$ cat config.mk
export PLATFORM = sky130hd
export DESIGN_NAME = idu_stage
export DESIGN_NICKNAME = d
export VERILOG_FILES = /design/src/rtl/idu_stage.sv
export SDC_FILE = /design/constraint.sdc
export NUM_CORES = 1
export LEC_CHECK = 0
export CORE_ASPECT_RATIO = 0.75
export CORE_MARGIN = 5
export CORE_UTILIZATION = 35
export DETAILED_ROUTE_END_ITERATION = 16
export MAX_ROUTING_LAYER = met4
export PLACE_DENSITY = 0.64
export SETUP_SLACK_MARGIN = 0.02
export SYNTH_ARGS = -nofsm -noshare
export SYNTH_HDL_FRONTEND = slang
export SYNTH_SLANG_ARGS = --single-unit
$ cat constraint.sdc
create_clock -name clk -period 11.6 [get_ports clk]
set_input_delay 3.48 -clock clk [delete_from_list [all_inputs] [get_ports clk]]
set_output_delay 3.48 -clock clk [all_outputs]
set_load 0.02 [all_outputs]
$ cat src/rtl/idu_stage.sv
// Registered addi/ebreak decode stage with an output register plus one-entry skid buffer.
// Optional build macro IDU_ILLEGAL_TRAP_EN: an accepted illegal word halts intake like ebreak.
module idu_stage #(
    parameter int XLEN = 64
) (
    input  logic            clk,
    input  logic            rst,
    input  logic            in_valid,
    output logic            in_ready,
    input  logic [31:0]     in_inst,
    input  logic [XLEN-1:0] in_pc,
    output logic            out_valid,
    input  logic            out_ready,
    output logic [XLEN-1:0] out_pc,
    output logic [4:0]      rs1,
    output logic [4:0]      rd,
    output logic [XLEN-1:0] imm_I,
    output logic            add,
    output logic            ebreak,
    output logic            illegal,
    output logic            halted
);

    localparam logic [6:0]  OPC_OP_IMM  = 7'b0010011;
    localparam logic [2:0]  F3_ADDI     = 3'b000;
    localparam logic [31:0] INST_EBREAK = 32'h00100073;

    typedef struct packed {
        logic [XLEN-1:0] pc;
        logic [4:0]      rs1;
        logic [4:0]      rd;
        logic [XLEN-1:0] imm;
        logic            add;
        logic            ebreak;
        logic            illegal;
    } entry_t;

    entry_t r_o;
    entry_t r_s;
    logic   r_o_valid;
    logic   r_s_valid;
    logic   r_halted;

    entry_t w_dec;
    logic   w_is_addi;
    logic   w_is_ebreak;
    logic   w_in_fire;
    logic   w_out_fire;
    logic   w_halt_trig;

    // Handshake: a transfer happens on a rising edge where valid && ready are both high.
    // in_ready depends only on registers, so upstream never sees a path from out_ready.
    assign in_ready   = !r_s_valid && !r_halted;
    assign w_in_fire  = in_valid && in_ready;
    assign w_out_fire = r_o_valid && out_ready;

    assign w_is_addi   = (in_inst[6:0] == OPC_OP_IMM) && (in_inst[14:12] == F3_ADDI);
    assign w_is_ebreak = (in_inst == INST_EBREAK);

    always_comb begin
        w_dec         = '0;
        w_dec.pc      = in_pc;
        w_dec.rs1     = in_inst[19:15];
        w_dec.rd      = w_is_addi ? in_inst[11:7] : 5'd0;
        w_dec.imm     = {{(XLEN-12){in_inst[31]}}, in_inst[31:20]};
        w_dec.add     = w_is_addi;
        w_dec.ebreak  = w_is_ebreak;
        w_dec.illegal = !w_is_addi && !w_is_ebreak;
    end

`ifdef IDU_ILLEGAL_TRAP_EN
    assign w_halt_trig = w_dec.ebreak || w_dec.illegal;
`else
    assign w_halt_trig = w_dec.ebreak;
`endif

    // S only ever fills while O is stalled, and in_ready is low while S is full,
    // so an S->O refill never coincides with an input transfer.
    always_ff @(posedge clk or posedge rst) begin
        if (rst) begin
            r_o       <= '0;
            r_s       <= '0;
            r_o_valid <= 1'b0;
            r_s_valid <= 1'b0;
            r_halted  <= 1'b0;
        end else begin
            if (r_s_valid) begin
                if (w_out_fire) begin
                    r_o       <= r_s;
                    r_s_valid <= 1'b0;
                end
            end else if (w_in_fire) begin
                if (!r_o_valid || w_out_fire) begin
                    r_o       <= w_dec;
                    r_o_valid <= 1'b1;
                end else begin
                    r_s       <= w_dec;
                    r_s_valid <= 1'b1;
                end
            end else if (w_out_fire) begin
                r_o_valid <= 1'b0;
            end

            if (w_in_fire && w_halt_trig) begin
                r_halted <= 1'b1;
            end
        end
    end

    assign out_valid = r_o_valid;
    assign out_pc    = r_o.pc;
    assign rs1       = r_o.rs1;
    assign rd        = r_o.rd;
    assign imm_I     = r_o.imm;
    assign add       = r_o.add;
    assign ebreak    = r_o.ebreak;
    assign illegal   = r_o.illegal;
    assign halted    = r_halted;

endmodule

==> impl_metrics.csv, run 1 <==
group,metric,value,unit
outcome,status,"finished, final reports clean",
floorplan,floorplan.die.width,185.4,um
clock_tree,hold_buffers,0,
floorplan,core_area,0.02288,mm2
worst_setup_path,cp_max_fo,63,
worst_setup_path,max_stage_delay,0.87,ns
route,routed_wirelength,20.53,mm
timing,rsz0062_at_grt,"no",
worst_setup_path,crit_chain,"clkdlybuf4s50_1 -> nand2b_1 -> nor3_4 -> buf_4 -> mux2_2",
worst_setup_path,r2r_cells,6,
floorplan,ios,244,
global_routing,overflow,0,
synthesis,synth_edf_count,0,
synthesis,syn_nets,953,
cells_and_area,layout.nets,1118,
placed_design,dpl_worst_slack,5.092,ns
synthesis,seq_area_frac_synth,0.5610,
worst_setup_path,cp.arrival,6.27,ns
clock_tree,clk_pin_slew_worst_paths,0.08,ns
synthesis,yosys_warnings,0,
synthesis,async_flop_share,1.000,
global_routing,grt_max_degree,118,
worst_setup_path,rr_startpoint,"r_s_valid",
clock_tree,tritoncts,"built",
hold_path,min_to,"r_s[79]",
route,first_iter_violations,376,
synthesis,netlist_instances,853,
hold_path,holdPathStages,2,
floorplan,initial_core_util,0.3529,
power_and_ir_drop,peakVddDrop,0.08274,mV
timing,relSlewSlack,0.2570,
placed_design,routabilityCongestion,0.7763,
clock_tree,cts_buffer_depth,2,
route,vias,6105,
worst_setup_path,required,11.90,ns
clock_tree,cts_setup_buffers,0,
clock_tree,cts_buffers,17,
timing,hold_viol_final,0,
power_and_ir_drop,p_leak,4.961,nW
timing,setup_violations,0,
timing,clock_skew,0.01290,ns
synthesis,synth.largest_area_cell,"dfrtp_1",
hold_path,hp-class,"flop to flop",
placed_design,dpl.hpwl,13.59,mm
global_routing,antenna_found_initial,1,
synthesis,ys_types,33,
timing,period_share,0.5142,
cells_and_area,drive_gt1_frac,0.04559,
worst_setup_path,r2r_setup_slack,8.21,ns
clock_tree,clkLatencyLatePin,0.43,ns
worst_setup_path,crit_slowest_cell,"nor3_4",
job,drv_cap,0,
power_and_ir_drop,powerDensity,126.9,mW/mm2
synthesis,synth_flop_cell,"dfrtp_1",
worst_setup_path,reg2reg_to,"ebreak",
timing,setup_ws,5.635,ns
timing,tns,0,ns
placed_design,portBuffers,243,
route,viasPerCell,4.583,
timing,slew_violations,0,
timing,tightest_slew,1.114,ns
route,ant_nets,0,
global_routing,grt_pass1_wl,33.22,mm
worst_setup_path,endpoint_kind,"flop",
hold_path,min_from,"r_s[79]",
route,wire_per_inst,15.41,um
cells_and_area,final_area,0.01091,mm2
clock_tree,clock-root-buffer,"clkbuf_16",
clock_tree,cts_resized,0,
route,drc,0,
cells_and_area,fillers,2122,
worst_setup_path,crit_type,"input pin to flop",
synthesis,synth_area,0.008074,mm2
power_and_ir_drop,finalPower,0.001385,W
worst_setup_path,worst_setup_path_start_kind,"input pin",
global_routing,grtUsageTotal,0.1621,
synthesis,synth.ff_latch_count,181,
global_routing,grt_pass1_vias,6132,
synthesis,synth.top_cell.area_share,0.5610,
clock_tree,htree_levels,4,
route,first_pass_iters,4,
clock_tree,cts.sinks,181,
placed_design,place_area,0.01032,mm2
timing,clock.fmax,167.6,MHz
floorplan,die_height,141.5,um
cells_and_area,area_growth,35.16,%
synthesis,synthTopCellsByArea,"dfrtp_1, nand2_1, mux2i_1, buf_4, o21ai_0",
floorplan,rows,48,
timing,hold_ws,0.4746,ns
timing,finalCriticalPeriod,5.965,ns
floorplan,dieArea,0.02624,mm2
synthesis,avgSynthCellArea,9.465,um2
cell families after synthesis:
| kind of cell | share of synthesized area |
|---|---|
| DFF | 0.5610 |
| buffers and inverters | 0.08058 |
| AOI/OAI and AO/OA | 0.06524 |
| and+or+nand+nor | 0.1914 |
| muxes | 0.1018 |
worst max path at each step:
stage                    from  endpoint  depth (start not counted)
finish              out_ready    r_s[1]                          5
global placement    out_ready    r_s[1]                          5
CTS                 out_ready    r_s[1]                          5
floorplan                 rst       add                          1
detailed placement  out_ready    r_s[1]                          5
global route        out_ready    r_s[1]                          5
synthesized netlist by cell type (3+ instances only):
cell	n
buf_2	22
dfrtp_1	181
buf_4	54
buf_6	3
nand3_1	11
inv_1	3
nor4_1	3
nor2_1	10
mux2i_1	81
a31oi_1	7
clkbuf_1	24
nand2_1	347
nor4b_1	4
o21ai_0	81
cells in the final DEF, fill, tap and decap left out, drive strengths merged, types with 3 or more instances in the layout:
cell type / instances
clkbuf: 18
inv: 8
clkdlybuf4s50: 243
dfrtp: 181
nand3: 11
nand2: 347
buf: 6
a31oi: 7
clkinv: 9
nor4: 3
mux2i: 81
nor4b: 4
o21ai: 82
nor2: 10
state kept, by name, indices dropped and copies added (netlist names):
signal,flops
halted,1
imm_I,12
out_pc,64
r_s_valid,1
out_valid,1
ebreak,1
illegal,1
rd,5
add,1
r_s,89
rs1,5
report_power, final:
part	internal, W	switching (W)	total (W)
Clock	0.000289	0.000278	0.000568
Combinational	0.0000821	0.0000803	0.000162
Sequential	0.000646	0.00000911	0.000655
Total	0.00102	0.000368	0.00139
area by class of cell:
type	count	area [um2]	area share
Clock inverter	14	160.2	0.01468
Inverter	3	18.77	0.001720
Sequential cell	181	4533	0.4154
Timing Repair Buffer	249	2477	0.2270
Multi-Input combinational cell	566	2917	0.2673
Tap cell	300	375.4	0.03440
Clock buffer	18	429.2	0.03933
Antenna cell	1	2.502	0.0002293
stage by stage:
step | std cells | utilization
detailed placement | 1299 | 0.4511
finish | 1332 | 0.4769
floorplan | 853 | -
global placement | 1299 | 0.4511
global route | 1332 | 0.4769
CTS | 1331 | 0.4768
critical path: cells and delay by family:
family,cells,cell delay [ns]
buf+inv,2,1.18
mux,1,0.40
simple gates,2,1.16
routing by layer:
metal | vias up | global-route usage | routed length [um]
met5 | - | - | 0
met4 | 0 | 0.02896 | 116
met3 | 10 | 0.03665 | 889
met2 | 117 | 0.2512 | 9756
met1 | 2928 | 0.2226 | 9768
li1 | 3050 | - | -
Note: power is estimated with default switching activity, not from simulation.
==> run 2: changes to the inputs <==
Clock period 11.6 ns to 6.2 ns, I/O delays scaled along.
==> run 2 against run 1 <==
- total power is 86% higher
- non-clock buffer count is 1 higher
- clock skew increased by 0.0011 ns
- via count down 0.67%
- critical endpoint is now r_s[69]
- final area is essentially flat
- clock power increased by 83%
- setup slack lost 3.3 ns
- critical path depth increased by 1
- utilization about the same
- register-to-register slack worse by 4.7 ns
- die area unchanged
- global-route usage is 0.26 points higher
==> impl_metrics.csv, run 2 (same netlist as run 1, synthesis figures left out) <==
group,metric,value,unit
outcome,status,"finished, final reports clean",
global_routing,grt_pass1_wl,33.53,mm
timing,setup_violations,0,
timing,hold_viol_final,0,
timing,tns,0,ns
timing,slew_violations,0,
worst_setup_path,endpoint_kind,"flop",
placed_design,portBuffers,243,
global_routing,grt_max_degree,182,
power_and_ir_drop,powerDensity,235.4,mW/mm2
cells_and_area,n_antenna_cell,0,
timing,rsz0062_at_grt,"no",
cells_and_area,layout.nets,1119,
floorplan,rows,48,
worst_setup_path,crit_type,"input pin to flop",
route,drc,0,
floorplan,core_area,0.02288,mm2
worst_setup_path,r2r_cells,5,
power_and_ir_drop,power_frac_seq,0.477,
cells_and_area,drive_gt1_frac,0.04656,
cells_and_area,fillers,2159,
clock_tree,hold_buffers,0,
placed_design,routabilityCongestion,0.7427,
floorplan,die_height,141.5,um
worst_setup_path,required,6.55,ns
route,viasPerCell,4.556,
floorplan,dieArea,0.02624,mm2
cells_and_area,layout_common_cells,"nand2_1, clkdlybuf4s50_1, dfrtp_1",
global_routing,antenna_found_initial,0,
timing,tightest_slew,1.145,ns
clock_tree,cts_buffers,17,
route,routed_wirelength,20.90,mm
timing,finalCriticalPeriod,3.861,ns
cells_and_area,largest-register,"r_s",
clock_tree,clock-root-buffer,"clkbuf_16",
route,first_iter_violations,398,
hold_path,hp-class,"flop to flop",
global_routing,use_met3,0.03767,
clock_tree,cts_resized,0,
global_routing,use_met1,0.2240,
power_and_ir_drop,power_frac_clock,0.404,
clock_tree,clkLatencyLatePin,0.43,ns
floorplan,ios,244,
route,first_pass_iters,4,
worst_setup_path,cp.arrival,4.21,ns
route,wire_per_inst,15.70,um
placed_design,dpl.hpwl,13.87,mm
worst_setup_path,worst_setup_path_start_kind,"input pin",
timing,relSlewSlack,0.2366,
floorplan,floorplan.die.width,185.4,um
global_routing,overflow,0,
clock_tree,htree_levels,4,
worst_setup_path,cp_max_fo,41,
cells_and_area,area_growth,35.18,%
clock_tree,tritoncts,"built",
timing,clock.fmax,259.0,MHz
global_routing,top_usage_layer,"met2",
cells_and_area,largest_reg_flops,89,
cells_and_area,final_common_cell,"nand2_1",
job,drv_cap,0,
power_and_ir_drop,p_comb_frac,0.119,
power_and_ir_drop,p_leak,4.953,nW
clock_tree,clk_pin_slew_worst_paths,0.07,ns
timing,period_share,0.6227,
clock_tree,cts_setup_buffers,0,
global_routing,grt_pass1_vias,6089,
clock_tree,cts.sinks,181,
power_and_ir_drop,peakVddDrop,0.1734,mV
clock_tree,cts_buffer_depth,2,
route,ant_nets,0,
power_and_ir_drop,power_switching,0.0006751,W
power_and_ir_drop,switching_share,0.2627,
hold_path,holdPathStages,2,
timing,hold_ws,0.4749,ns
route,vias,6064,
timing,clock_skew,0.01397,ns
global_routing,grt.met2_usage,0.2514,
worst_setup_path,r2r_setup_slack,3.55,ns
cells_and_area,post-route-util,0.4770,
global_routing,grtUsageTotal,0.1647,
floorplan,initial_core_util,0.3529,
power_and_ir_drop,intPower,0.001895,W
-- run 2: cell count changes in the layout (fill, tap and decap cells not counted), sizes merged --
cell / delta
buf: +1
clkbuf: -1
clkinv: -5
clkinvlp: +4
diode: -1
inv: +1
-- run 2: worst max-delay path, cell delays in order --
cell             delay, ns
clkdlybuf4s50_1       0.45
nand2b_1              0.28
nor3_4                0.82
buf_4                 0.56
nand3_1               0.14
nand2_1               0.08
-- run 2: final timing paths --
path / endpoint / from
worst max-delay path: r_s[69] / out_ready
worst min-delay path: r_s[12] / r_s[12]
worst max register to register: r_s[69] / r_s_valid
worst min register to register: r_s[12] / r_s[12]
max in group asynchronous: r_s_valid / rst
min in group asynchronous: out_pc[17] / rst
-- run 2: metal layers --
metal | vias up | wire length [um] | part of all wire
met5 | - | 0 | 0
li1 | 3047 | - | -
met4 | 0 | 284 | 0.014
met3 | 20 | 1107 | 0.053
met2 | 139 | 9648 | 0.46
met1 | 2858 | 9860 | 0.47
-- run 2: final cells by class --
cell class	count	area (um2)	share of cell area
Sequential cell	181	4533	0.4153
Clock inverter	14	138.9	0.01272
Clock buffer	17	425.4	0.03898
Inverter	3	15.01	0.001376
Multi-Input combinational cell	566	2917	0.2672
Timing Repair Buffer	250	2510	0.2300
Tap cell	300	375.4	0.03439
-- run 2: per-stage QoR --
stage	cell area, um2	instances	setup slack, ns	total power (W)
global route	10910	1331	2.179	0.002688
detailed placement	10350	1300	1.886	0.001559
global placement	10350	1300	1.967	0.001557
CTS	10910	1331	2.337	0.002612
finish	10910	1331	2.339	0.002570
floorplan	8078	853	2.017	0.001388
-- run 2: power by group through the flow --
| stage | Clock, W | Combinational, W | Sequential (W) |
|---|---|---|---|
| 4_1_cts | 0.00107 | 0.000311 | 0.00123 |
| 6_report | 0.00104 | 0.000305 | 0.00123 |
| 3_5_place_dp | 0 | 0.000310 | 0.00125 |
| 3_3_place_gp | 0 | 0.000308 | 0.00125 |
| 2_1_floorplan | 0 | 0.000101 | 0.00129 |
| 5_1_grt | 0.00113 | 0.000329 | 0.00123 |
==> run 3: changes to the inputs <==
Clock period 6.2 ns to 3.7 ns, I/O delays scaled along.
==> run 3 against run 2 <==
- register-to-register slack got worse by 2.3 ns
- total power rose by 70%
- clock power rose by 74%
- utilization rose by 0.56 points
- combinational power rose by 68%
- setup slack got worse by 1.6 ns
==> impl_metrics.csv, run 3 (same netlist as run 1, synthesis figures left out) <==
group,metric,value,unit
outcome,status,"finished, final reports clean",
timing,rsz0062_at_grt,"no",
worst_setup_path,required,2.59,ns
job,drv_cap,0,
timing,tns,0,ns
global_routing,top_usage_layer,"met2",
worst_setup_path,crit_chain,"buf_4 -> clkdlybuf4s50_1",
timing,clock_skew,0.01333,ns
placed_design,portBuffers,243,
timing,finalCriticalPeriod,2.952,ns
placed_design,routabilityCongestion,0.7806,
hold_path,holdPathStages,2,
clock_tree,clock-root-buffer,"clkbuf_16",
cells_and_area,area_growth,36.76,%
floorplan,ios,244,
route,drc,0,
timing,slew_violations,0,
global_routing,overflow,0,
worst_setup_path,r2r_cells,5,
route,routed_wirelength,20.84,mm
global_routing,grt_pass1_wl,33.31,mm
clock_tree,cts.sinks,181,
power_and_ir_drop,powerDensity,396.2,mW/mm2
worst_setup_path,crit_slowest_cell,"clkdlybuf4s50_1",
timing,clock.fmax,338.8,MHz
global_routing,grt.met2_usage,0.2549,
hold_path,hp-class,"flop to flop",
cells_and_area,layout.nets,1124,
timing,period_share,0.7977,
floorplan,die_height,141.5,um
clock_tree,clkLatencyLatePin,0.43,ns
cells_and_area,largest-register,"r_s",
cells_and_area,n_antenna_cell,0,
route,viasPerCell,4.506,
floorplan,rows,48,
route,first_iter_violations,324,
power_and_ir_drop,p_leak,5.027,nW
clock_tree,cts_resized,0,
worst_setup_path,crit_type,"flop to primary output",
cells_and_area,final_common_cell,"nand2_1",
worst_setup_path,cp.arrival,1.84,ns
cells_and_area,fillers,2123,
global_routing,use_met3,0.04126,
global_routing,grtUsageTotal,0.1631,
power_and_ir_drop,peakVddDrop,0.2922,mV
power_and_ir_drop,finalPower,0.004375,W
worst_setup_path,worst_setup_path_start_kind,"flop",
timing,tightest_slew,1.028,ns
clock_tree,htree_levels,4,
clock_tree,tritoncts,"built",
worst_setup_path,max_stage_delay,0.70,ns
worst_setup_path,endpoint_kind,"primary output",
cells_and_area,layout_common_cells,"nand2_1, clkdlybuf4s50_1, dfrtp_1",
clock_tree,clk_pin_slew_worst_paths,0.07,ns
clock_tree,cts_buffer_depth,2,
clock_tree,cts_buffers,17,
timing,hold_viol_final,0,
route,wire_per_inst,15.59,um
timing,relSlewSlack,0.3145,
worst_setup_path,cp_max_fo,54,
placed_design,dpl.hpwl,14.04,mm
floorplan,floorplan.die.width,185.4,um
cells_and_area,drive_gt1_frac,0.05207,
route,ant_nets,0,
floorplan,initial_core_util,0.3529,
global_routing,antenna_found_initial,0,
cells_and_area,largest_reg_flops,89,
clock_tree,hold_buffers,0,
route,first_pass_iters,4,
clock_tree,cts_setup_buffers,0,
global_routing,grt_pass1_vias,5971,
route,vias,6025,
floorplan,core_area,0.02288,mm2
placed_design,place_inst,1305,
global_routing,use_met1,0.2174,
timing,setup_violations,0,
floorplan,dieArea,0.02624,mm2
global_routing,grt_max_degree,93,
cells_and_area,fin_cells,1337,
## run 3: metal layers
layer | wire [um] | vias up
met1 | 9869 | 2829
met4 | 227 | 0
met3 | 1107 | 15
li1 | - | 3057
met5 | 0 | -
met2 | 9639 | 124
## run 3: per-stage QoR
step           hold slack [ns]  setup slack [ns]  instance area [um2]  utilization
2_1_floorplan           0.4443            0.2674                 8078            -
3_3_place_gp            0.4562            0.5934                10440       0.4561
3_5_place_dp            0.4621            0.5688                10440       0.4561
4_1_cts                 0.4797            0.6961                11040       0.4826
5_1_grt                 0.4943            0.6138                11040       0.4826
6_report                0.4761            0.7484                11040       0.4826
## run 3: cell type report
| class | instances | area [um2] | share of cell area |
|---|---|---|---|
| flip-flops and latches | 181 | 4533 | 0.4105 |
| multi-input cells | 566 | 2917 | 0.2641 |
| repair buffers | 255 | 2597 | 0.2352 |
| clock buffers | 18 | 439.2 | 0.03977 |
| well taps | 300 | 375.4 | 0.03399 |
| clock inverters | 14 | 165.2 | 0.01496 |
| inverters | 3 | 15.01 | 0.001360 |
## run 3: critical path: cells and delay by family (launching register included)
family,cells,cell delay (ns)
buffers and inverters,2,1.08
flip-flops,1,0.32
## run 3: final timing paths
kind | to | from | slack [ns]
max reg2reg | imm_I[0] | r_s_valid | 1.24
min in group asynchronous | r_s[102] | rst | 1.06
max | imm_I[41] | imm_I[62] | 0.75
max in group asynchronous | out_pc[58] | rst | 1.82
min | r_s[119] | r_s[119] | 0.48
min reg2reg | r_s[119] | r_s[119] | 0.48
## run 3: power breakdown
| group | leakage (nW) | internal (W) | total [W] | switching (W) |
|---|---|---|---|---|
| clock | 0.293 | 0.000926 | 0.00181 | 0.000883 |
| sequential | 2.42 | 0.00203 | 0.00205 | 0.0000273 |
| combinational | 2.32 | 0.000261 | 0.000513 | 0.000252 |
